===== config.mk =====
export PLATFORM = sky130hd
export DESIGN_NAME = xgmii_tx_arbiter
export DESIGN_NICKNAME = d
export VERILOG_FILES = /design/src/rtl/xgmii_tx_arbiter_pkg.sv /design/src/rtl/xgmii_tx_arbiter_rr_pick.sv /design/src/rtl/xgmii_tx_arbiter.sv
export SDC_FILE = /design/constraint.sdc
export NUM_CORES = 1
export LEC_CHECK = 0
export BUFFER_PORTS_ARGS = -buffer_cell sky130_fd_sc_hd__buf_4
export CAP_MARGIN = 20
export CORE_UTILIZATION = 40
export CTS_CLUSTER_SIZE = 40
export DETAILED_ROUTE_END_ITERATION = 10
export GPL_ROUTABILITY_DRIVEN = 0
export HOLD_SLACK_MARGIN = 0.1
export PLACE_DENSITY_LB_ADDON = 0.1
export SLEW_MARGIN = 0
export SYNTH_ARGS = -nofsm -noshare
export SYNTH_HDL_FRONTEND = slang
export SYNTH_SLANG_ARGS = --single-unit

===== constraint.sdc =====
create_clock -name xgmii_clk -period 2 [get_ports xgmii_clk]
set_input_delay 0.1 -clock xgmii_clk [delete_from_list [all_inputs] [get_ports xgmii_clk]]
set_output_delay 0.1 -clock xgmii_clk [all_outputs]
set_load 0.01 [all_outputs]

===== src/rtl/xgmii_tx_arbiter_pkg.sv =====
// ============================================================================
// xgmii_tx_arbiter_pkg
// Shared XGMII column constants and the arbiter state encoding.
// Imported by the TX arbiter top and its round-robin picker.
// ============================================================================
package xgmii_tx_arbiter_pkg;

    // Idle column: /I/ in every lane, all lanes flagged as control
    localparam logic [63:0] XGMII_IDLE_D = {8{8'h07}};
    localparam logic [7:0]  XGMII_IDLE_C = 8'hFF;

    // Error column: /E/ in every lane, used to poison a killed frame
    localparam logic [63:0] XGMII_ERR_D  = {8{8'hFE}};
    localparam logic [7:0]  XGMII_ERR_C  = 8'hFF;

    // Frame delimiters, kept here for the sources and the RX side
    localparam logic [7:0]  XGMII_START  = 8'hFB;
    localparam logic [7:0]  XGMII_TERM   = 8'hFD;

    typedef enum logic [1:0] {
        ST_IDLE,
        ST_GRANT,
        ST_GAP,
        ST_DRAIN
    } arb_state_t;

endpackage


===== src/rtl/xgmii_tx_arbiter_rr_pick.sv =====
// ============================================================================
// rr_pick
// Combinational round-robin picker: returns the first set request at or after
// the pointer, wrapping around. Shared between the TX and RX arbiters.
// Ports:
//   req_masked  in  N_REQ  eligible requests
//   ptr         in  PW     index searched first
//   valid       out 1      at least one eligible request
//   winner      out PW     index of the chosen request
// ============================================================================
module rr_pick #(
    parameter int N_REQ = 2,
    parameter int PW    = (N_REQ > 1) ? $clog2(N_REQ) : 1
) (
    input  logic [N_REQ-1:0] req_masked,
    input  logic [PW-1:0]    ptr,
    output logic             valid,
    output logic [PW-1:0]    winner
);

    logic [PW-1:0] idx;

    // Walk the requests starting at ptr; the first hit wins and later hits
    // are ignored so the result is the nearest requester in rotation order.
    always_comb begin
        valid  = 1'b0;
        winner = '0;
        idx    = '0;
        for (int k = 0; k < N_REQ; k++) begin
            idx = PW'((int'(ptr) + k) % N_REQ);
            if (!valid && req_masked[idx]) begin
                valid  = 1'b1;
                winner = idx;
            end
        end
    end

endmodule


===== src/rtl/xgmii_tx_arbiter.sv =====
// ============================================================================
// xgmii_tx_arbiter
// Shares one 64-bit XGMII TX path among N_REQ frame sources. Grants change
// only at frame boundaries, in round-robin order, with an idle gap after each
// frame. A watchdog or link loss kills the current frame with an error column.
// Ports:
//   xgmii_clk  in   1         sole clock (156.25 MHz)
//   sys_rst    in   1         synchronous active-high reset
//   link_up    in   1         low => no grants, idle output
//   req        in   N_REQ     per-source request, high for the whole frame
//   src_txd    in   N_REQ*64  per-source data, source i at [64*i +: 64]
//   src_txc    in   N_REQ*8   per-source control, source i at [8*i +: 8]
//   grant      out  N_REQ     one-hot or zero grant
//   xgmii_txd  out  64        arbitrated data
//   xgmii_txc  out  8         arbitrated control
//   busy       out  1         high while a grant is held
//   abort      out  1         one-cycle pulse when a frame is killed
// ============================================================================
module xgmii_tx_arbiter
    import xgmii_tx_arbiter_pkg::*;
#(
    parameter int N_REQ            = 2,
    parameter int IFG_CYCLES       = 2,
    parameter int MAX_FRAME_CYCLES = 1200
) (
    input  logic                 xgmii_clk,
    input  logic                 sys_rst,
    input  logic                 link_up,
    input  logic [N_REQ-1:0]     req,
    input  logic [N_REQ*64-1:0]  src_txd,
    input  logic [N_REQ*8-1:0]   src_txc,
    output logic [N_REQ-1:0]     grant,
    output logic [63:0]          xgmii_txd,
    output logic [7:0]           xgmii_txc,
    output logic                 busy,
    output logic                 abort
);

    localparam int PW  = (N_REQ > 1) ? $clog2(N_REQ) : 1;
    localparam int FCW = $clog2(MAX_FRAME_CYCLES + 1);
    localparam int GCW = $clog2(IFG_CYCLES + 1);

    arb_state_t       state;
    logic [PW-1:0]    ptr;
    logic [PW-1:0]    cur;
    logic [N_REQ-1:0] mask;
    logic [FCW-1:0]   frame_cnt;
    logic [GCW-1:0]   gap_cnt;

    logic [N_REQ-1:0] req_masked;
    logic             pick_valid;
    logic [PW-1:0]    winner;
    logic [PW-1:0]    next_ptr;
    logic [63:0]      cur_txd;
    logic [7:0]       cur_txc;

    // A source killed by an abort stays masked until it drops its request,
    // so a stuck source cannot immediately win the link back.
    assign req_masked = req & ~mask;
    assign next_ptr   = (winner == PW'(N_REQ - 1)) ? '0 : winner + PW'(1);
    assign cur_txd    = src_txd[64*cur +: 64];
    assign cur_txc    = src_txc[8*cur +: 8];

    rr_pick #(
        .N_REQ (N_REQ),
        .PW    (PW)
    ) u_rr_pick (
        .req_masked (req_masked),
        .ptr        (ptr),
        .valid      (pick_valid),
        .winner     (winner)
    );

    // Arbiter FSM with registered grant and output column. Frame end (req
    // dropped) is tested before the watchdog so a frame that ends exactly on
    // the limit finishes normally. Both endings enter the same idle gap.
    always_ff @(posedge xgmii_clk) begin
        if (sys_rst) begin
            state     <= ST_IDLE;
            ptr       <= '0;
            cur       <= '0;
            mask      <= '0;
            frame_cnt <= '0;
            gap_cnt   <= '0;
            grant     <= '0;
            xgmii_txd <= XGMII_IDLE_D;
            xgmii_txc <= XGMII_IDLE_C;
            busy      <= 1'b0;
            abort     <= 1'b0;
        end else begin
            abort <= 1'b0;
            mask  <= mask & req;

            case (state)
                ST_IDLE: begin
                    xgmii_txd <= XGMII_IDLE_D;
                    xgmii_txc <= XGMII_IDLE_C;
                    if (link_up && pick_valid) begin
                        cur           <= winner;
                        grant         <= '0;
                        grant[winner] <= 1'b1;
                        busy          <= 1'b1;
                        ptr           <= next_ptr;
                        frame_cnt     <= '0;
                        state         <= ST_GRANT;
                    end
                end

                ST_GRANT: begin
                    if (!req[cur]) begin
                        grant     <= '0;
                        busy      <= 1'b0;
                        xgmii_txd <= XGMII_IDLE_D;
                        xgmii_txc <= XGMII_IDLE_C;
                        gap_cnt   <= GCW'(IFG_CYCLES - 1);
                        state     <= ST_GAP;
                    end else if ((frame_cnt == FCW'(MAX_FRAME_CYCLES - 1)) || !link_up) begin
                        grant     <= '0;
                        busy      <= 1'b0;
                        xgmii_txd <= XGMII_ERR_D;
                        xgmii_txc <= XGMII_ERR_C;
                        abort     <= 1'b1;
                        mask[cur] <= 1'b1;
                        gap_cnt   <= GCW'(IFG_CYCLES - 1);
                        state     <= ST_GAP;
                    end else begin
                        xgmii_txd <= cur_txd;
                        xgmii_txc <= cur_txc;
                        frame_cnt <= frame_cnt + FCW'(1);
                    end
                end

                ST_GAP, ST_DRAIN: begin
                    xgmii_txd <= XGMII_IDLE_D;
                    xgmii_txc <= XGMII_IDLE_C;
                    if (gap_cnt == '0) begin
                        state <= ST_IDLE;
                    end else begin
                        gap_cnt <= gap_cnt - GCW'(1);
                    end
                end

                default: begin
                    state <= ST_IDLE;
                end
            endcase
        end
    end

endmodule


* Yosys cells after proc, flatten, opt, wreduce, memory -nomap -nowiden *
Cells that the tools add are included.

word-level totals
  bits in registers = 95
  input bits = 149
  word-level logic and storage cells = 104

cells by class
  $add $sub $neg = 4
  $lt $le $gt $ge = 6
  equality and inequality tests = 10
  shifts and indexed selects = 2
  mux-type cells = 46
  bitwise logic cells = 6
  reductions and logical operators = 19

operators by type and width
  operator                                                              number
  64-bit two-way mux                                                    2
  64-bit one-hot mux with 2 select lines                                1
  128-bit by 8-bit variable part select with 64-bit output              1
  11-bit two-way mux                                                    3
  2-bit two-way mux                                                     13
  11-bit one-hot mux with 2 select lines                                1
  1-bit two-way mux                                                     17
  8-bit two-way mux                                                     2
  8-bit one-hot mux with 2 select lines                                 1
  16-bit by 5-bit variable part select with 8-bit output                1
  11-bit by 1-bit adder with 11-bit output, second input constant       1
  11-bit equality test, second input constant                           1
  2-bit != test, second input constant                                  5
  3-bit AND reduction                                                   3
  1-bit by 2-bit < comparator with 1-bit output, second input constant  4
  2-bit one-hot mux with 2 select lines                                 2
  2-bit one-hot mux with 3 select lines                                 1
  3-bit OR reduction                                                    2
  2-bit bitwise AND                                                     2
  2-bit equality test, second input constant                            2
  1-bit logical AND                                                     4
  2-bit logical NOT                                                     2
  4-bit AND reduction                                                   1
  2-bit nonzero test                                                    2
  other kinds (14)                                                      19

* Logic depth before layout (Yosys ltp) *
Gate-level depths: netlist of the first run.

  word-level depth = 14
  gate-level depth with buffers = 9
  depth with buffers taken out = 7

* Cells and area by module *
A second synthesis of the first run with hierarchy kept.

second synthesis, totals
  cells, all modules = 401
  area total of the unflattened synthesis = 4155.2 sq um

by module, submodules not included
  module            instances  cells an instance  area each (sq um)  sequential area each (sq um)
  xgmii_tx_arbiter  1          398                4137.7             1901.8
  rr_pick           1          3                  17.5               0.0

* Worst setup path before layout of the first run *
OpenSTA, ideal clock, no wires.

  path type = register to register
  start point = reg frame_cnt[4]
  end point = reg xgmii_txc[3]
  library setup time = 0.060 ns
  arrival = 2.010 ns
  data required time = 1.940 ns
  slack = -0.070 ns
  cell stages (with the launch flop) = 9
  path buffers = 3
  clock period less this slack = 2.070 ns
  cells stage by stage = dfxtp_1 > or4b_4 > or3_4 > and2_4 > buf_6 > and3_1 > buf_6 > buf_6 > nand2_2

between the ends
  word-level cells in the longest chain between the ends = 5

ends and longest elaborated chain
  what                                   line                     RTL
  start, declared                        xgmii_tx_arbiter.sv:47   logic [FCW-1:0] frame_cnt;
  start signal, assigned                 xgmii_tx_arbiter.sv:129  frame_cnt <= frame_cnt + FCW'(1);
  11-bit equality test                   xgmii_tx_arbiter.sv:117  end else if ((frame_cnt == FCW'(MAX_FRAME_CYCLES - 1)) || !link_up) begin
  1-bit logical OR                       xgmii_tx_arbiter.sv:117
  8-bit two-way mux                      xgmii_tx_arbiter.sv:117
  8-bit two-way mux                      xgmii_tx_arbiter.sv:110  if (!req[cur]) begin
  8-bit one-hot mux with 2 select lines  xgmii_tx_arbiter.sv:94   case (state)
  end signal, assigned                   xgmii_tx_arbiter.sv:128  xgmii_txc <= cur_txc;
  end, declared                          xgmii_tx_arbiter.sv:34   output logic [7:0] xgmii_txc,

No other way between the ends.
A chain may end at the register's enable or synchronous reset.

* Worst setup path after layout of the first run *
  start point = reg frame_cnt[9]
  end point = reg frame_cnt[9]

between the ends
  word-level cells in the longest chain between the ends = 4
  elaborated cells on any way between the ends = 8
  classes of those cells = add/sub (1); eq/ne (2); mux (3); reduce/logical (2)

ends and longest elaborated chain
  what                                                                                     line
  11-bit by 1-bit adder with 11-bit output / 11-bit equality test (equally long branches)  xgmii_tx_arbiter.sv:129, xgmii_tx_arbiter.sv:117
  11-bit two-way mux / 1-bit logical OR (equally long branches)                            xgmii_tx_arbiter.sv:117
  11-bit two-way mux / 2-bit != test (equally long branches)                               -
  11-bit one-hot mux with 2 select lines / 4-bit AND reduction (equally long branches)     -

Parallel ways exist; a longest one is shown, timed or not. The select of a mux whose other input is x is not followed.

==> results of run 1 <==
## worst paths after layout
| kind | from | to | cells past startpoint |
|---|---|---|---|
| worst max register to register | frame_cnt[9] | frame_cnt[9] | 6 |
| worst min-delay path | link_up | mask[1] | 4 |
| worst min register to register | grant[1] | grant[1] | 2 |
| worst max-delay path | frame_cnt[9] | frame_cnt[9] | 6 |
## through the flow
stage / setup slack [ps] / setup TNS (ps) / util / cells
after CTS: 24.9 / 0 / 0.799 / 897
after global routing: -61.3 / -152 / 0.803 / 897
after global placement: 76.1 / 0 / 0.620 / 734
after detailed placement: 40.6 / 0 / 0.620 / 734
final: 10.8 / 0 / 0.803 / 897
after floorplan: 4.55 / 0 / - / 393
## cell usage in the layout, fill, tap and decap left out, types with 2 or more instances in the layout
master,Yosys,routed
buf_4,0,236
dlygate4sd3_1,0,147
dfxtp_1,95,91
mux2i_1,75,75
a21oi_1,49,49
nand2_1,27,27
nor2_1,16,16
o21ai_0,11,11
clkbuf_8,0,11
nand2_2,10,10
nand2b_1,9,9
inv_1,8,8
nand3_1,6,6
a31oi_1,6,6
and3_1,6,6
a311oi_1,6,6
ha_1,6,5
buf_12,0,4
nor3b_1,3,3
or3_1,3,3
dfxtp_2,0,3
nor2b_1,3,2
a211oi_1,2,2
nor3_1,2,2
nand4_1,2,2
clkinvlp_4,0,2
## critical path, cell delays in order, from the launching register on
cell and delay, ps:
dfxtp_2 330, or4b_4 550, nor4_2 280, a211oi_1 90, buf_4 200, a21boi_2 170
o32ai_2 270
## final cells by class
class                           count  area (µm²)  area share
Multi-Input combinational cell    262        1880       0.250
Clock buffer                       11         151      0.0202
Inverter                            8        30.0     0.00401
Timing Repair Buffer              387        3320       0.444
Tap cell                          129         161      0.0216
Sequential cell                    95        1910       0.255
Clock inverter                      5        38.8     0.00518
## cell families after synthesis
logic type,count (synthesis),share of synthesized area
AOI/OAI and AO/OA,85,0.127
adders and majority gates,6,0.0193
buffers and inverters,36,0.0424
DFF,95,0.488
muxes,76,0.195
and+or+nand+nor,95,0.128
## power groups by stage
| stage | Combinational, mW | Clock, mW | Sequential (mW) |
|---|---|---|---|
| floorplan | 0.799 | 0 | 2.32 |
| global placement | 1.65 | 0 | 2.23 |
| global route | 2.27 | 1.32 | 2.23 |
| detailed placement | 1.69 | 0 | 2.24 |
| finish | 2.11 | 1.20 | 2.21 |
| CTS | 2.01 | 1.23 | 2.20 |
## per-layer routing
layer / track usage / up-vias / wire length [µm] / part of all wire
li1: - / 2128 / - / -
met1: 0.299 / 2067 / 5540 / 0.36
met2: 0.564 / 184 / 8150 / 0.53
met3: 0.0763 / 53 / 1050 / 0.068
met4: 0.179 / 0 / 787 / 0.051
met5: 0 / - / 0 / 0
## state kept, by name, indices dropped and copies added (netlist names)
| signal | count |
|---|---|
| abort | 1 |
| busy | 1 |
| cur | 1 |
| frame_cnt | 11 |
| gap_cnt | 2 |
| grant | 2 |
| mask | 2 |
| ptr | 1 |
| state | 2 |
| xgmii_txc | 8 |
| xgmii_txd | 64 |
## repair_timing
| action | 4_1_cts | 5_1_grt |
|---|---|---|
| resized for setup | 0 | 11 |
| endpoints found under the setup margin | 0 | 14 |
| hold buffers | 147 | 0 |
| endpoints found under the hold margin | 80 | 0 |
==> metrics.md, run 1 <==
| Metric | Value |
|---|---|
| Status | finished clean |
| WHS | 237 ps |
| Die height | 101 µm |
| Grt total ovfl | 0 |
| Cell variety after synth | 40 |
| I/O Buffers | 224 |
| Seq/Total Area, Yosys | 0.488 |
| Final Cycle Share | 0.995 |
| Filler cell count | 525 |
| Number of flops mapped to enable cells by yosys | 0 |
| Hpwl dp | 8530 µm |
| RSZ-0062 raised after global routing | yes |
| Worst-path maximum fanout | 12 |
| Highest clock rate | 503 MHz |
| Initial antenna violation count | 0 |
| Core area | 9330 µm² |
| Vias in the first global route | 4,683 |
| Crit end category | flop |
| Synth area leaders | dfxtp_1, mux2i_1, a21oi_1 |
| MaxCap Viol Count | 0 |
| DRC viols | 0 |
| Antenna cells | 0 |
| DR vias/cell | 4.94 |
| WP data arrival | 2240 ps |
| Comb pwr share | 0.382 |
| Total GRT Usage | 0.302 |
| CTS tree | built |
| First-pass GRT wire length | 23,200 µm |
| Ys flop type | dfxtp_1 |
| Total number of vias | 4,432 |
| Hold WC Path Type | in -> reg |
| # IOs | 225 |
| Drt pass-1 iters | 4 |
| Area leader, netlist | dfxtp_1 |
| R2R Setup Slk | 10 ps |
| Dominant cell by count in the synthesized netlist | dfxtp_1 |
| Min Tclk post-route | 1990 ps |
| Overall Power | 5.52 mW |
| Wire per inst | 17.3 µm |
| Hold Violations, Final | 0 |
| Final nets | 918 |
| Post-Route WL | 15,500 µm |
| Post-Synthesis Cell Area | 3900 µm² |
| # clock sinks | 95 |
| Clock latency on the worst-skew pair | 350 ps |
| Share of the synthesized area in the top cell type | 0.488 |
| Max-slew violation count | 0 |
| FP Rows | 35 |
| Switch share | 0.315 |
| Placed inst area | 5790 µm² |
| Synth Instances | 393 |
| Leakage power | 3.17 nW |
| Starting density of the core | 0.418 |
| CTS Buffer Depth | 2 |
| Startpoint types | flop |
| Max IR drop VDD | 473 µV |
| Area grow syn2layout | 92.1% |
| Die width | 101 µm |
| CTS Buf Count | 9 |
| Switching power | 1.74 mW |
| Slew Limit Headroom | 0.646 |
| H-tree depth | 3 |
| Clk network pwr share | 0.218 |
| Sequential power share | 0.400 |
| Initial drt markers | 119 |
| Ys async rst share | 0 |
| Clk_skew | 12.5 ps |
| Post-route cell area | 7490 µm² |
| PwrDens | 737 nW/µm² |
| Required time of the critical path | 2250 ps |
| Syn Area/Cell | 9.92 µm² |
| Die ar. | 10,100 µm² |
| Synth Warn # | 0 |
| Critical path type | reg -> reg |
| P_int | 3.78 mW |
| Post-synth top cells | dfxtp_1, mux2i_1, a21oi_1 |
| Post-synthesis register bit count | 95 |
| Mapped Nets | 548 |
| Worst Max-Slew Pin Slew | 531 ps |
| Setup violators final | 0 |
| Routed Antenna Nets | 0 |
| Root Buffer | clkbuf_8 |
| Layout cell share with drive strength beyond 1 | 0.367 |
| Post-CTS setup buffer count | 0 |
| Clock transition at the registers of the reported paths | 90 ps |
| Largest net degree at the start of global routing | 76 |
(Power assumes the default switching activity.)
==> run 2, diff against run 1 <==
- RECOVER_POWER: not set -> 50
==> run 2 against run 1 <==
Against the previous run:
- largest cell class unchanged
- non-clock buffer count is the same
- fmax decreased by 0.12%
- highest routed layer unchanged
- critical endpoint unchanged
- global-route usage unchanged
==> metrics.md, run 2 (synthesis results as in run 1) <==
| Metric | Value |
|---|---|
| Status | finished clean |
| Commonest non-fill, non-tap cells in the layout | buf_4, dlygate4sd3_1, dfxtp_1 |
| Filler cell count | 645 |
| Final nets | 918 |
| MaxCap Viol Count | 0 |
| DRC viols | 0 |
| CTS Buf Count | 9 |
| First-pass GRT wire length | 23,200 µm |
| Top Registers | xgmii_txd (64), frame_cnt (11), xgmii_txc (8) |
| Die width | 101 µm |
| Worst Path Buf+Inv | 1 |
| Crit end category | flop |
| Initial antenna violation count | 0 |
| Most common cell after layout, fill and taps aside | buf_4 |
| Highest clock rate | 502 MHz |
| Setup_tns | 0 ps |
| Slew Limit Headroom | 0.614 |
| Clock transition at the registers of the reported paths | 90 ps |
| Critical path type | reg -> reg |
| Area grow syn2layout | 84.8% |
| Layout cell share with drive strength beyond 1 | 0.268 |
| Worst-path maximum fanout | 12 |
| Overall Power | 5.38 mW |
| Startpoint types | flop |
| Antenna cells | 0 |
| Max IR drop VDD | 466 µV |
| PwrDens | 747 nW/µm² |
| Final Cycle Share | 0.996 |
| Grt total ovfl | 0 |
| Setup violators final | 0 |
| Hold Violations, Final | 0 |
| Crit path cell chain | or4b_4 -> nor4_2 -> a211oi_1 -> buf_4 -> a21boi_2 -> o32ai_2 |
| Worst Max-Slew Pin Slew | 580 ps |
| Initial drt markers | 120 |
| Post-CTS setup buffer count | 0 |
| WHS | 235 ps |
| Total number of vias | 4,442 |
| Die ar. | 10,100 µm² |
| Max stage delay on crit path | 560 ps |
| Clk_skew | 13.1 ps |
| Routed Antenna Nets | 0 |
| Fin util | 0.772 |
| H-tree depth | 3 |
| Max-slew violation count | 0 |
| Worst path top cell family by delay | simple AND/OR/NAND/NOR gates |
| Hold WC Path Type | in -> reg |
| FP Rows | 35 |
| Clock latency on the worst-skew pair | 350 ps |
| Core area | 9330 µm² |
| CTS tree | built |
| WP data arrival | 2240 ps |
| Root Buffer | clkbuf_8 |
| Largest net degree at the start of global routing | 76 |
| Wire per inst | 17.4 µm |
| I/O Buffers | 224 |
| DR vias/cell | 4.95 |
| Hpwl dp | 8530 µm |
| Leakage power | 2.89 nW |
| Vias in the first global route | 4,683 |
| CTS Buffer Depth | 2 |
| # clock sinks | 95 |
| Starting density of the core | 0.418 |
| Top reg by flops | xgmii_txd |
| Max reg flops | 64 |
| Total GRT Usage | 0.302 |
| Worst path slowest cell | or4b_4 |
| Drt pass-1 iters | 4 |
| Required time of the critical path | 2250 ps |
| Min Tclk post-route | 1990 ps |
| Die height | 101 µm |
| RSZ-0062 raised after global routing | yes |
| Post-Route WL | 15,600 µm |
| # IOs | 225 |
-- run 2: cell types whose count changed in the layout (fill, tap and decap cells not counted) --
cell and change:
buf_4 -76, clkbuf_1 +76
-- run 2: final timing paths --
kind | start | endpoint | slack [ps] | cells after the start
max | frame_cnt[9] | frame_cnt[9] | 8 | 6
min | link_up | mask[1] | 230 | 4
max reg2reg | frame_cnt[9] | frame_cnt[9] | 8 | 6
min reg2reg | grant[1] | grant[1] | 470 | 2
-- run 2: report_power, final --
part	switching [mW]	total (mW)	internal (mW)
registers	0.0936	2.21	2.11
clock network	0.678	1.21	0.528
logic	0.974	1.97	0.997
-- run 2: worst reg2reg max path: cells and delay by family, from the launching register on --
family,cells,cell delay (ps)
compound gates,3,530
buf+inv,1,200
flops,1,330
simple gates,2,840
-- run 2: layout make-up --
class / count / area (µm²) / area share
Clock buffer: 11 / 151 / 0.0210
Clock inverter: 5 / 38.8 / 0.00538
Inverter: 8 / 30.0 / 0.00417
Multi-Input combinational cell: 262 / 1880 / 0.260
Sequential cell: 95 / 1910 / 0.265
Tap cell: 129 / 161 / 0.0224
Timing Repair Buffer: 387 / 3040 / 0.422
-- run 2: what timing repair did --
item                                    in CTS  in global routing
resized for setup                            0                 11
endpoints found under the setup margin       0                 14
hold buffers                               147                  0
endpoints found under the hold margin       80                  0
-- run 2: metrics by stage --
stage	cells	cell area (µm²)	worst slack, ps
after floorplan	393	3910	4.55
after global placement	734	5790	76.1
after detailed placement	734	5790	40.6
after CTS	897	7450	24.9
after global routing	897	7200	-61.3
final	897	7200	8.35
-- run 2: layer usage --
metal,vias up,wire length (µm),global-route usage
met1,2066,5680,0.299
met2,187,8060,0.564
met4,0,819,0.179
met5,-,0,0
li1,2132,-,-
met3,57,1030,0.0763
